==> config.mk <==
export PLATFORM = sky130hd
export DESIGN_NAME = data_mem_arbiter
export DESIGN_NICKNAME = d
export VERILOG_FILES = /design/src/rtl/dmem_pkg.sv /design/src/rtl/data_mem_arbiter.sv
export SDC_FILE = /design/constraint.sdc
export NUM_CORES = 1
export LEC_CHECK = 0
export ABC_AREA = 1
export BUFFER_PORTS_ARGS = -buffer_cell sky130_fd_sc_hd__clkbuf_2
export CAP_MARGIN = 10
export CORE_MARGIN = 1
export CORE_UTILIZATION = 35
export CTS_BUF_LIST = sky130_fd_sc_hd__clkbuf_8
export CTS_CLUSTER_SIZE = 24
export DETAILED_ROUTE_END_ITERATION = 8
export GPL_TIMING_DRIVEN = 0
export PLACE_DENSITY = 0.74
export SLEW_MARGIN = 20
export SYNTH_ARGS = -nofsm -noshare
export SYNTH_HDL_FRONTEND = slang
export SYNTH_SLANG_ARGS = --single-unit
==> constraint.sdc <==
create_clock -name clk_i -period 7.1 [get_ports clk_i]
set_input_delay 1.42 -clock clk_i [delete_from_list [all_inputs] [get_ports clk_i]]
set_output_delay 1.42 -clock clk_i [all_outputs]
set_load 0.01 [all_outputs]
==> src/rtl/dmem_pkg.sv <==
// ============================================================================
//  Module      : dmem_pkg
//  Description : Shared types and constants for the data-memory arbiter.
//  Revision    : 1.0 - initial release
// ============================================================================
`default_nettype none

package dmem_pkg;

    // Arbiter FSM states
    typedef enum logic [1:0] {
        IDLE   = 2'd0,
        ACCESS = 2'd1,
        RESP   = 2'd2
    } state_t;

    // Requester port indices
    localparam int PORT_CPU = 0;
    localparam int PORT_DMA = 1;

    // Default number of data-memory words
    localparam int DEFAULT_DEPTH = 32;

endpackage : dmem_pkg

`default_nettype wire

==> src/rtl/data_mem_arbiter.sv <==
// ============================================================================
//  Module      : data_mem_arbiter
//  Description : Round-robin arbiter sharing DataMemory between the pipeline
//                MEM stage (port 0) and the loader/DMA port (port 1). Holds
//                the memory strobes for LATENCY cycles, registers read data,
//                returns a one-cycle ack/err and raises the port-0 stall.
//  Revision    : 1.0 - initial release
// ============================================================================
`default_nettype none

module data_mem_arbiter
    import dmem_pkg::*;
#(
    parameter int LATENCY = 2,
    parameter int DEPTH   = DEFAULT_DEPTH
) (
    input  logic        clk_i,
    input  logic        rst_i,
    input  logic [1:0]  req_i,
    input  logic [1:0]  we_i,
    input  logic [31:0] addr0_i,
    input  logic [31:0] addr1_i,
    input  logic [31:0] wdata0_i,
    input  logic [31:0] wdata1_i,
    output logic [1:0]  ack_o,
    output logic [1:0]  err_o,
    output logic [31:0] rdata_o,
    output logic        stall_o,
    output logic        memRead_o,
    output logic        memWrite_o,
    output logic [31:0] memAddr_o,
    output logic [31:0] memWdata_o,
    input  logic [31:0] memRdata_i
);

    localparam logic [3:0]  CNT_LOAD  = 4'(LATENCY - 1);
    localparam logic [31:0] DEPTH_LIM = 32'(DEPTH);

    // Both requesting: alternate against the last winner; otherwise the lone requester
    function automatic logic rr_pick(input logic [1:0] req, input logic last);
        if (req == 2'b11) begin
            return ~last;
        end
        return req[1];
    endfunction

    state_t      state_q, state_d;
    logic [3:0]  cnt_q, cnt_d;
    logic        last_grant_q, last_grant_d;
    logic        port_q, port_d;
    logic        we_q, we_d;
    logic        err_q, err_d;
    logic [31:0] addr_q, addr_d;
    logic [31:0] wdata_q, wdata_d;
    logic [31:0] rdata_q, rdata_d;

    logic        w_pick;
    logic [31:0] w_addr;
    logic [31:0] w_wdata;

    assign w_pick  = rr_pick(req_i, last_grant_q);
    assign w_addr  = w_pick ? addr1_i  : addr0_i;
    assign w_wdata = w_pick ? wdata1_i : wdata0_i;

    // State and datapath registers; reset aborts any in-flight access
    always_ff @(posedge clk_i or posedge rst_i) begin
        if (rst_i) begin
            state_q      <= IDLE;
            cnt_q        <= 4'd0;
            last_grant_q <= 1'b1;
            port_q       <= 1'b0;
            we_q         <= 1'b0;
            err_q        <= 1'b0;
            addr_q       <= 32'd0;
            wdata_q      <= 32'd0;
            rdata_q      <= 32'd0;
        end else begin
            state_q      <= state_d;
            cnt_q        <= cnt_d;
            last_grant_q <= last_grant_d;
            port_q       <= port_d;
            we_q         <= we_d;
            err_q        <= err_d;
            addr_q       <= addr_d;
            wdata_q      <= wdata_d;
            rdata_q      <= rdata_d;
        end
    end

    // Next-state: grant in IDLE, count down the access, single RESP cycle
    always_comb begin
        state_d      = state_q;
        cnt_d        = cnt_q;
        last_grant_d = last_grant_q;
        port_d       = port_q;
        we_d         = we_q;
        err_d        = err_q;
        addr_d       = addr_q;
        wdata_d      = wdata_q;
        rdata_d      = rdata_q;
        case (state_q)
            IDLE: begin
                if (|req_i) begin
                    port_d       = w_pick;
                    last_grant_d = w_pick;
                    we_d         = we_i[w_pick];
                    addr_d       = w_addr;
                    wdata_d      = w_wdata;
                    cnt_d        = CNT_LOAD;
                    // Full 32-bit compare: large addresses never alias into range
                    if (w_addr >= DEPTH_LIM) begin
                        err_d   = 1'b1;
                        state_d = RESP;
                    end else begin
                        err_d   = 1'b0;
                        state_d = ACCESS;
                    end
                end
            end
            ACCESS: begin
                if (cnt_q == 4'd0) begin
                    if (!we_q) begin
                        rdata_d = memRdata_i;
                    end
                    state_d = RESP;
                end else begin
                    cnt_d = cnt_q - 4'd1;
                end
            end
            RESP: begin
                state_d = IDLE;
            end
            default: begin
                state_d = IDLE;
            end
        endcase
    end

    // Outputs decoded from registered state only, so no req_i path reaches mem*_o
    always_comb begin
        memRead_o  = 1'b0;
        memWrite_o = 1'b0;
        memAddr_o  = 32'd0;
        memWdata_o = 32'd0;
        ack_o      = 2'b00;
        err_o      = 2'b00;
        case (state_q)
            ACCESS: begin
                memRead_o  = ~we_q;
                memWrite_o = we_q;
                memAddr_o  = addr_q;
                memWdata_o = wdata_q;
            end
            RESP: begin
                ack_o[port_q] = 1'b1;
                err_o[port_q] = err_q;
            end
            default: begin
            end
        endcase
    end

    assign rdata_o = rdata_q;
    assign stall_o = req_i[PORT_CPU] & ~ack_o[PORT_CPU];

endmodule : data_mem_arbiter

`default_nettype wire

; ---- Word-level counts from Yosys, hierarchy flattened
; Cells that the tools add are included.
[classes]
n_addsub = 1
n_reduce_logical = 9
bitwise_logic = 5
magnitude_cmp = 4
n_mux = 23
n_eq_ne = 6
[ops]
columns = cell, n
row1 = 2-to-1 mux 32 bit, 4
row2 = "greater-or-equal comparator 32 x 6 -> 1 bit, second input constant", 1
row3 = 2-to-1 mux 2 bit, 5
row4 = 2-to-1 mux 1 bit, 9
row5 = 2-to-1 mux 4 bit, 2
row6 = case mux 4 bit (2 select lines), 1
row7 = "inequality test 2 bit, second input constant", 3
row8 = AND reduction 3 bit, 2
row9 = "== test 2 bit, second input constant", 2
row10 = zero test 4 bit, 1
row11 = "< comparator 1 x 2 -> 1 bit, second input constant", 2
row12 = case mux 2 bit (2 select lines), 1
row13 = AND reduction 2 bit, 2
row14 = "subtractor 4 x 1 -> 4 bit, second input constant", 1
row15 = NOT 1 bit, 3
row16 = bitwise AND 2 bit, 1
row17 = "== test 2 x 1 -> 1 bit, second input constant", 1
row18 = zero test 2 bit, 1
row19 = nonzero test 2 bit, 1
row20 = OR reduction 2 bit, 1
row21 = bitwise AND 1 bit, 1
row22 = demux 1 bit (select 1 bit), 1
row23 = "greater-or-equal comparator 1 bit, second input constant", 1
row24 = logical AND 1 bit, 1
[word_totals]
elab_cells = 57
output_inout_bits = 103
regBits = 106
in_bits = 166

; ---- Depth between registers and ports, before layout
; Gate-level depths: netlist (run 1).
[depth]
word_depth = 8
depth_mapped = 12
depth_no_buf = 11

; ---- Least setup slack after synthesis (run 1)
; No wires, ideal clock.
[synth_timing]
kind = input-to-output
from = input port req_i[0]
to = output port stall_o
cell_stages = 2
required_ns = 5.680
setup_slack_ns = 4.115
path_buffers = 0
arrival_time_ns = 1.565
cell_sequence = o21ai_0 > inv_1
[synth_between]
elab_chain_cells = 1
[synth_rtl]
columns = element, line
row1 = from (decl), data_mem_arbiter.sv:19  ; input logic [1:0] req_i,
row2 = bitwise AND 1 bit, data_mem_arbiter.sv:164  ; assign stall_o = req_i[PORT_CPU] & ~ack_o[PORT_CPU];
row3 = to (decl), data_mem_arbiter.sv:28  ; output logic stall_o,
; Every way passes these cells.

; ---- Worst setup path in the final report (run 1)
[layout_timing]
from = register state_q[0]
to = output port memAddr_o[21]
[layout_between]
elab_chain_cells = 2
[layout_rtl]
columns = element, line
row1 = from (decl), data_mem_arbiter.sv:47  ; state_t state_q, state_d;
row2 = from (signal assigned), data_mem_arbiter.sv:78  ; state_q <= state_d;
row3 = == test 2 x 1 -> 1 bit, data_mem_arbiter.sv:147  ; case (state_q)
row4 = 2-to-1 mux 32 bit, data_mem_arbiter.sv:147
row5 = to (decl), data_mem_arbiter.sv:31  ; output logic [31:0] memAddr_o,
; Every way passes these cells.

==> qor.yml, run 1 <==
place:
  globalplace.congestion: 0.871
  hpwlAfterDp_microns: 12600
  buffer_ports.inserted: 267
  numPlacedInstances: 1116
  dp_worst_setup_slack_ns: 3.83
job:
  maxCapViolations: 0
finish:
  multiInputGateArea_sq_um: 2090
  area.sequential_sq_um: 2650
  total_inserted_antenna_cells: 0
  nFillCells: 1496
  layoutNonFillerInstCount: 1132
  area.growth.synth_to_final_pct: 34.4
  final_net_count: 1111
  final_layout_size_suffix_gt1_share_pct: 35.8
logic_synthesis:
  mappedNetlistArea_sq_um: 5330
  synth_nets: 832
  yosys.area.top_type: "dfrtp_1"
  synthDominantCellAreaShare_pct: 49.3
  ys_seq_elements: 106
  synth-main-ff-cell: "dfrtp_1"
  post_synth_main_area_contributors: "dfrtp_1 49%, nor2_1 8.5%, inv_1 7.5%"
  synth_cell_type_count: 22
  synth_enable_flop_cells: 0
  async_reset_ff_share_pct: 100
  synthCells: 664
  yosys_warnings: 0
  yosysSeqAreaShare_pct: 49.8
  synth.most_common_cell: "nor2_1"
  postSynthAreaPerCell_sq_um: 8.02
  ys_top_cells_by_count: "121 x nor2_1, 106 x inv_1, 105 x dfrtp_1, 105 x nand2_1, 73 x o21ai_0"
setup_path:
  critical-path-max-stage-delay_ns: 0.47
  library_cell_contributing_the_largest_single_delay_on_the_critical_path: "clkbuf_1"
  crit_chain: "inv_1 -> nor2_1 -> inv_2 -> clkbuf_1 -> clkbuf_1 -> nor2_1 -> clkbuf_2"
  required_time_of_the_worst_setup_path_ns: 5.68
  cp-start-kind: "flop"
  worst_r2r_endpoint: "state_q[1]"
  critical_path_start_end_classification: "flop to output port"
  critical_path_peak_fanout: 10
  critical_path.reg2reg.startpoint: "last_grant_q"
  r2r.worst_path.cells: 12
  reg2reg_setup_slack_ns: 5.11
  critPathCaptureType: "output port"
  crit_arrival_ns: 2.19
routing:
  routed_wl_per_cell_microns: 14.4
  routed_via_density: 4.66
  routed_wl_microns: 16300
  antenna_left: 0
  remaining_drc_errors: 22
  detail_route.first_pass.iterations: 7
  via_count: 5278
  detail_route.iter0.violations: 200
global_route:
  grt_pass1_vias: 5342
  grt_usage_pct: 21.2
  grt_max_degree: 72
  number_of_antenna_violations_at_the_first_check_in_global_routing: 0
  grt_first_pass_wirelength_microns: 26000
  remaining_global_route_overflow: 0
clocking:
  cts.htree.levels: 3
  postCtsHoldBufs: 0
  post_cts.repair.setup_buffers: 0
  cts_inserted_buffers: 9
  worst_skew_pair.late_latency_ns: 0.38
  cts.path.max_buffers: 2
  cts_root_buffer: "clkbuf_8"
  postCtsResizedCells: 0
  clk_transition_reported_paths_ns: 0.10
  tritoncts_num_sinks: 106
  tritoncts: "yes"
timing:
  maxClockFrequency_mhz: 277
  layout_min_cycle_time_ns: 3.61
  rsz0062_at_grt: "no"
  final-setup-viol-count: 0
  min_period_over_period_pct: 50.8
  timing.setup.tns_ns: 0
  timing.final.max_slew_violations: 0
  tightestPinTransition_ns: 0.594
  clock-skew-final_ns: 0.0126
  worst_max_slew_margin_expressed_relative_to_the_limit_pct: 60.4
  final_critical_path_setup_slack_ns: 3.49
  finalHoldViolCount: 0
hold_path:
  min_to: "cnt_q[0]"
  worstHoldStart: "cnt_q[0]"
  hp-class: "flop to flop"
  cells_on_worst_hold_path: 1
floorplan:
  width_of_the_chip_microns: 125
  die_h_microns: 125
  ioPinCount: 269
  fp.dieArea_sq_um: 15700
  coreArea_sq_um: 14700
  site_rows: 44
  start_util_pct: 36.2
power_and_ir_drop:
  ir_drop_v: 0.000120
  power_per_cell_area_nw_per_um2: 209
  leakagePower_nw: 4.00
status:
  status: "finished with violations"
  violations_in_the_final_reports: "DRC"
## registers in the layout, indices dropped and copies added (netlist names)
register      count
rdata_o          32
addr_q           32
state_q           2
port_q            1
we_q              1
wdata_q          32
cnt_q             4
err_q             1
last_grant_q      1
## cell families (layout without fill, tap and decap cells)
logic type / count (synthesis) / in the layout / synth area share [%]
and+or+nand+nor: 261 / 261 / 20.3
buffers and inverters: 148 / 432 / 11.0
AOI/OAI and AO/OA: 115 / 115 / 11.7
DFF: 106 / 106 / 49.8
muxes: 32 / 32 / 6.77
adders and majority gates: 2 / 2 / 0.470
## critical path: cells and delay by family (launching register included)
kind	cells	cell delay [ns]
buffers and inverters	5	1.25
DFF	1	0.40
and+or+nand+nor	2	0.17
## layer usage
| layer | vias up | global-route usage, % | wire [microns] |
|---|---|---|---|
| li1 | 2641 | - | - |
| met5 | - | 0 | 0 |
| met2 | 202 | 37.1 | 8110 |
| met4 | 0 | 8.11 | 364 |
| met3 | 25 | 3.72 | 1010 |
| met1 | 2410 | 25.8 | 6820 |
## worst max path at each step
stage,to,from,cells past startpoint
3_3_place_gp,rdata_o[14],rst_i,2
2_1_floorplan,addr_q[0],rst_i,1
4_1_cts,memAddr_o[2],state_q[0],7
3_5_place_dp,stall_o,req_i[0],4
6_report,memAddr_o[21],state_q[0],7
5_1_grt,memAddr_o[2],state_q[0],7
## stage by stage
stage | total power [W] | hold slack, ns | utilization (%) | instance area, sq um
floorplan | 0.000939 | 0.440 | - | 5330
global placement | 0.00106 | 0.454 | 46.9 | 6890
detailed placement | 0.00107 | 0.462 | 47.1 | 6930
CTS | 0.00151 | 0.478 | 48.7 | 7160
global route | 0.00159 | 0.499 | 48.7 | 7160
finish | 0.00149 | 0.471 | 48.7 | 7160
## cell usage in the layout (no fill, tap or decap), drive strengths merged, types with 2 or more instances in the layout
| master | count |
|---|---|
| a21oi | 2 |
| nor2 | 121 |
| mux2 | 32 |
| dfrtp | 105 |
| clkbuf | 301 |
| inv | 110 |
| nor3 | 4 |
| clkinv | 2 |
| nand2 | 107 |
| o22ai | 38 |
| buf | 17 |
| bufinv | 2 |
| nand3 | 7 |
| ha | 2 |
| o21ai | 75 |
| nand3b | 21 |
## final cells by class
cell class / instances / share of cell area, %
clock inverter: 6 / 1.36
clock buffer: 10 / 1.92
buffer: 40 / 2.50
inverter: 108 / 5.73
tap: 184 / 3.22
sequential: 106 / 37.1
multi-input combinational: 410 / 29.2
timing repair buffer: 268 / 19.0
## report_power, final
part / total (W) / leakage (nW) / switching, W / internal [W]
Combinational: 0.000325 / 2.61 / 0.000197 / 0.000127
Clock: 0.000434 / 0.119 / 0.000220 / 0.000213
Sequential: 0.000734 / 1.27 / 0.0000386 / 0.000696
Total: 0.00149 / 4.00 / 0.000457 / 0.00104
(Power assumes the default switching activity.)
==> inputs of run 2 (changes only) <==
--- a/config.mk
+++ b/config.mk
@@ -5,7 +5,7 @@
 export SDC_FILE = /design/constraint.sdc
 export NUM_CORES = 1
 export LEC_CHECK = 0
-export ABC_AREA = 1
+export ABC_AREA = 0
 export BUFFER_PORTS_ARGS = -buffer_cell sky130_fd_sc_hd__clkbuf_2
 export CAP_MARGIN = 10
 export CORE_MARGIN = 1
==> constraint.sdc (replaced) <==
create_clock -name clk_i -period 3.7 [get_ports clk_i]
set_input_delay 0.74 -clock clk_i [delete_from_list [all_inputs] [get_ports clk_i]]
set_output_delay 0.74 -clock clk_i [all_outputs]
set_load 0.01 [all_outputs]
==> qor.yml, run 2 <==
status:
  status: "finished clean"
logic_synthesis:
  synth_enable_flop_cells: 0  # unchanged
  postSynthAreaPerCell_sq_um: 10.8  # +34%
  synth.most_common_cell: "dfrtp_1"
  synthDominantCellAreaShare_pct: 49.8  # +0.52 points
  post_synth_main_area_contributors: "dfrtp_1 50%, mux2i_1 13%, mux2_4 8.5%"
  yosys.area.top_type: "dfrtp_1"
  yosys_warnings: 0  # unchanged
  yosysSeqAreaShare_pct: 50.3  # +0.52 points
  ys_top_cells_by_count: "105 x dfrtp_1, 72 x nand2_1, 67 x and2_1, 67 x o21ai_0, 66 x mux2i_1"
  ys_seq_elements: 106  # unchanged
  mappedNetlistArea_sq_um: 5270  # -1.0%
  async_reset_ff_share_pct: 100  # unchanged
  synthCells: 490  # -26%
  synth-main-ff-cell: "dfrtp_1"
  synth_nets: 658  # -21%
  synth_cell_type_count: 31  # +41%
finish:
  area.growth.synth_to_final_pct: 34.7
  multiInputGateArea_sq_um: 2440  # +17%
  nFillCells: 1393  # -6.9%
  post-route-cell-area_sq_um: 7100  # -0.82%
  total_inserted_antenna_cells: 0  # unchanged
  area.sequential_sq_um: 2650  # unchanged
  commonest_cells_after_routing_fill_and_taps_aside: "268 x clkbuf_2, 105 x dfrtp_1, 72 x nand2_1"
  final_net_count: 938  # -16%
  final_layout_size_suffix_gt1_share_pct: 42.5  # +6.7 points
  layout.cells.most_common: "clkbuf_2"
  layout.core_utilization_pct: 48.7  # about the same
global_route:
  grt_usage_pct: 19.8  # -1.4 points
  grt_pass1_vias: 4650  # -13%
  grt_max_degree: 58  # -19%
  number_of_antenna_violations_at_the_first_check_in_global_routing: 0  # unchanged
  grt_first_pass_wirelength_microns: 24100  # -7.4%
  remaining_global_route_overflow: 0  # unchanged
clocking:
  worst_skew_pair.late_latency_ns: 0.38  # about the same
  post_cts.repair.setup_buffers: 0  # unchanged
  clk_transition_reported_paths_ns: 0.10  # about the same
  tritoncts: "yes"
  cts_root_buffer: "clkbuf_8"
  postCtsHoldBufs: 0  # unchanged
  cts.path.max_buffers: 2  # unchanged
  postCtsResizedCells: 0  # unchanged
  tritoncts_num_sinks: 106  # unchanged
  cts_inserted_buffers: 9  # unchanged
  cts.htree.levels: 3  # unchanged
floorplan:
  coreArea_sq_um: 14600  # -0.75%
  site_rows: 44  # unchanged
  width_of_the_chip_microns: 125  # -0.51%
  ioPinCount: 269  # unchanged
  die_h_microns: 125  # -0.51%
  start_util_pct: 36.1  # -0.10 points
  fp.dieArea_sq_um: 15600  # -1.0%
timing:
  rsz0062_at_grt: "no"
  layout_min_cycle_time_ns: 3.21
  hold_ws_ns: 0.379  # -0.0922 ns
  tightestPinTransition_ns: 1.03  # +0.437 ns
  maxClockFrequency_mhz: 311
  timing.final.max_slew_violations: 0  # unchanged
  final-setup-viol-count: 0  # unchanged
  finalHoldViolCount: 0  # unchanged
  clock-skew-final_ns: 0.00837  # -0.00424 ns
  final_critical_path_setup_slack_ns: 0.485  # -3.01 ns
  min_period_over_period_pct: 86.9
  worst_max_slew_margin_expressed_relative_to_the_limit_pct: 30.8  # -30 points
routing:
  remaining_drc_errors: 0  # -100%
  detail_route.iter0.violations: 137  # -32%
  routed_wl_per_cell_microns: 15.9  # +11%
  detail_route.first_pass.iterations: 4  # -3
  via_count: 4613  # -13%
  antenna_left: 0  # unchanged
  routed_via_density: 4.82  # +3.3%
  routed_wl_microns: 15300  # -6.3%
place:
  globalplace.congestion: 0.834  # -4.2%
  total_placed_instance_area_sq_um: 6880  # -0.72%
  hpwlAfterDp_microns: 12000  # -5.3%
  buffer_ports.inserted: 268  # +0.37%
  dp_worst_setup_slack_ns: 0.731  # -3.10 ns
setup_path:
  crit_arrival_ns: 2.47  # +0.28 ns
  required_time_of_the_worst_setup_path_ns: 2.96  # -2.72 ns
  critPathCaptureType: "output port"
  worstPathBufferInverterCount: 3  # -2
  reg2reg_setup_slack_ns: 1.47  # -3.64 ns
  cp-start-kind: "flop"
  critical_path_start_end_classification: "flop to output port"
  timing.critical_path.mode_cell: "clkbuf_1"
  critical-path-max-stage-delay_ns: 0.58  # +0.11 ns
  critical_path_peak_fanout: 10  # unchanged
  library_cell_contributing_the_largest_single_delay_on_the_critical_path: "nor2b_1"
  family_of_cells_with_the_greatest_summed_delay_on_the_critical_path: "buffers and inverters"
  crit_chain: "nor2b_1 -> clkbuf_1 -> clkbuf_1 -> and2_1 -> clkbuf_2"
power_and_ir_drop:
  design_power_total_w: 0.00273  # +83%
  leakagePower_nw: 3.79  # -5.1%
  power_per_cell_area_nw_per_um2: 384  # +84%
  ir_drop_v: 0.000170  # +42%
hold_path:
  hp-class: "primary input to asynchronous set/reset pin"
job:
  maxCapViolations: 0  # unchanged
[run 2: cell types whose count changed in the layout (fill, tap and decap cells not counted), moves of 29 or more]
| cell | before | now |
|---|---|---|
| and2_1 | 0 | 67 |
| nand2_1 | 105 | 72 |
| o22ai_1 | 38 | 2 |
| mux2_2 | 31 | 2 |
| mux2i_1 | 0 | 66 |
| inv_1 | 105 | 2 |
| nor2_1 | 121 | 5 |
| mux2_4 | 0 | 30 |
[run 2: worst paths after layout]
check / startpoint / depth (start not counted) / endpoint
min in group clk_i: last_grant_q / 2 / last_grant_q
min reg2reg: last_grant_q / 2 / last_grant_q
max in group asynchronous: rst_i / 3 / last_grant_q
min: rst_i / 2 / rdata_o[2]
max reg2reg: state_q[0] / 6 / addr_q[18]
max: state_q[0] / 5 / memAddr_o[28]
[run 2: layer usage]
layer  wire length (microns)  GRT usage (%)
met4                     208           5.88
met2                    7580           35.1
met1                    6360           22.8
met5                       0              0
met3                    1130           5.84
[run 2: power breakdown]
part	internal [W]	total [W]	leakage (nW)	switching [W]
Sequential	0.00133	0.00141	1.28	0.0000797
Clock	0.000415	0.000816	0.108	0.000402
Combinational	0.000228	0.000503	2.41	0.000275
[run 2: logic make-up after synthesis]
kind of cell | Yosys count | share of synthesized area (%)
multiplexers | 98 | 21.5
AND/OR/NAND/NOR | 173 | 16.9
AO/OA/AOI/OAI | 73 | 7.14
flip-flops | 106 | 50.3
buffers and inverters | 36 | 3.30
adder cells (fa/ha/maj) | 2 | 0.475
XOR/XNOR | 2 | 0.332
[run 2: layout make-up]
type / count / area share [%]
Clock buffer: 11 / 2.13
Buffer: 33 / 2.29
Tap cell: 184 / 3.24
Multi-Input combinational cell: 348 / 34.4
Inverter: 3 / 0.229
Timing Repair Buffer: 269 / 19.3
Clock inverter: 4 / 1.06
Sequential cell: 106 / 37.4
[run 2: stage by stage]
stage / setup TNS [ns] / instances
detailed placement: 0 / 943
global route: 0 / 958
finish: 0 / 958
global placement: -112.59 / 942
floorplan: 0 / 490
CTS: 0 / 958
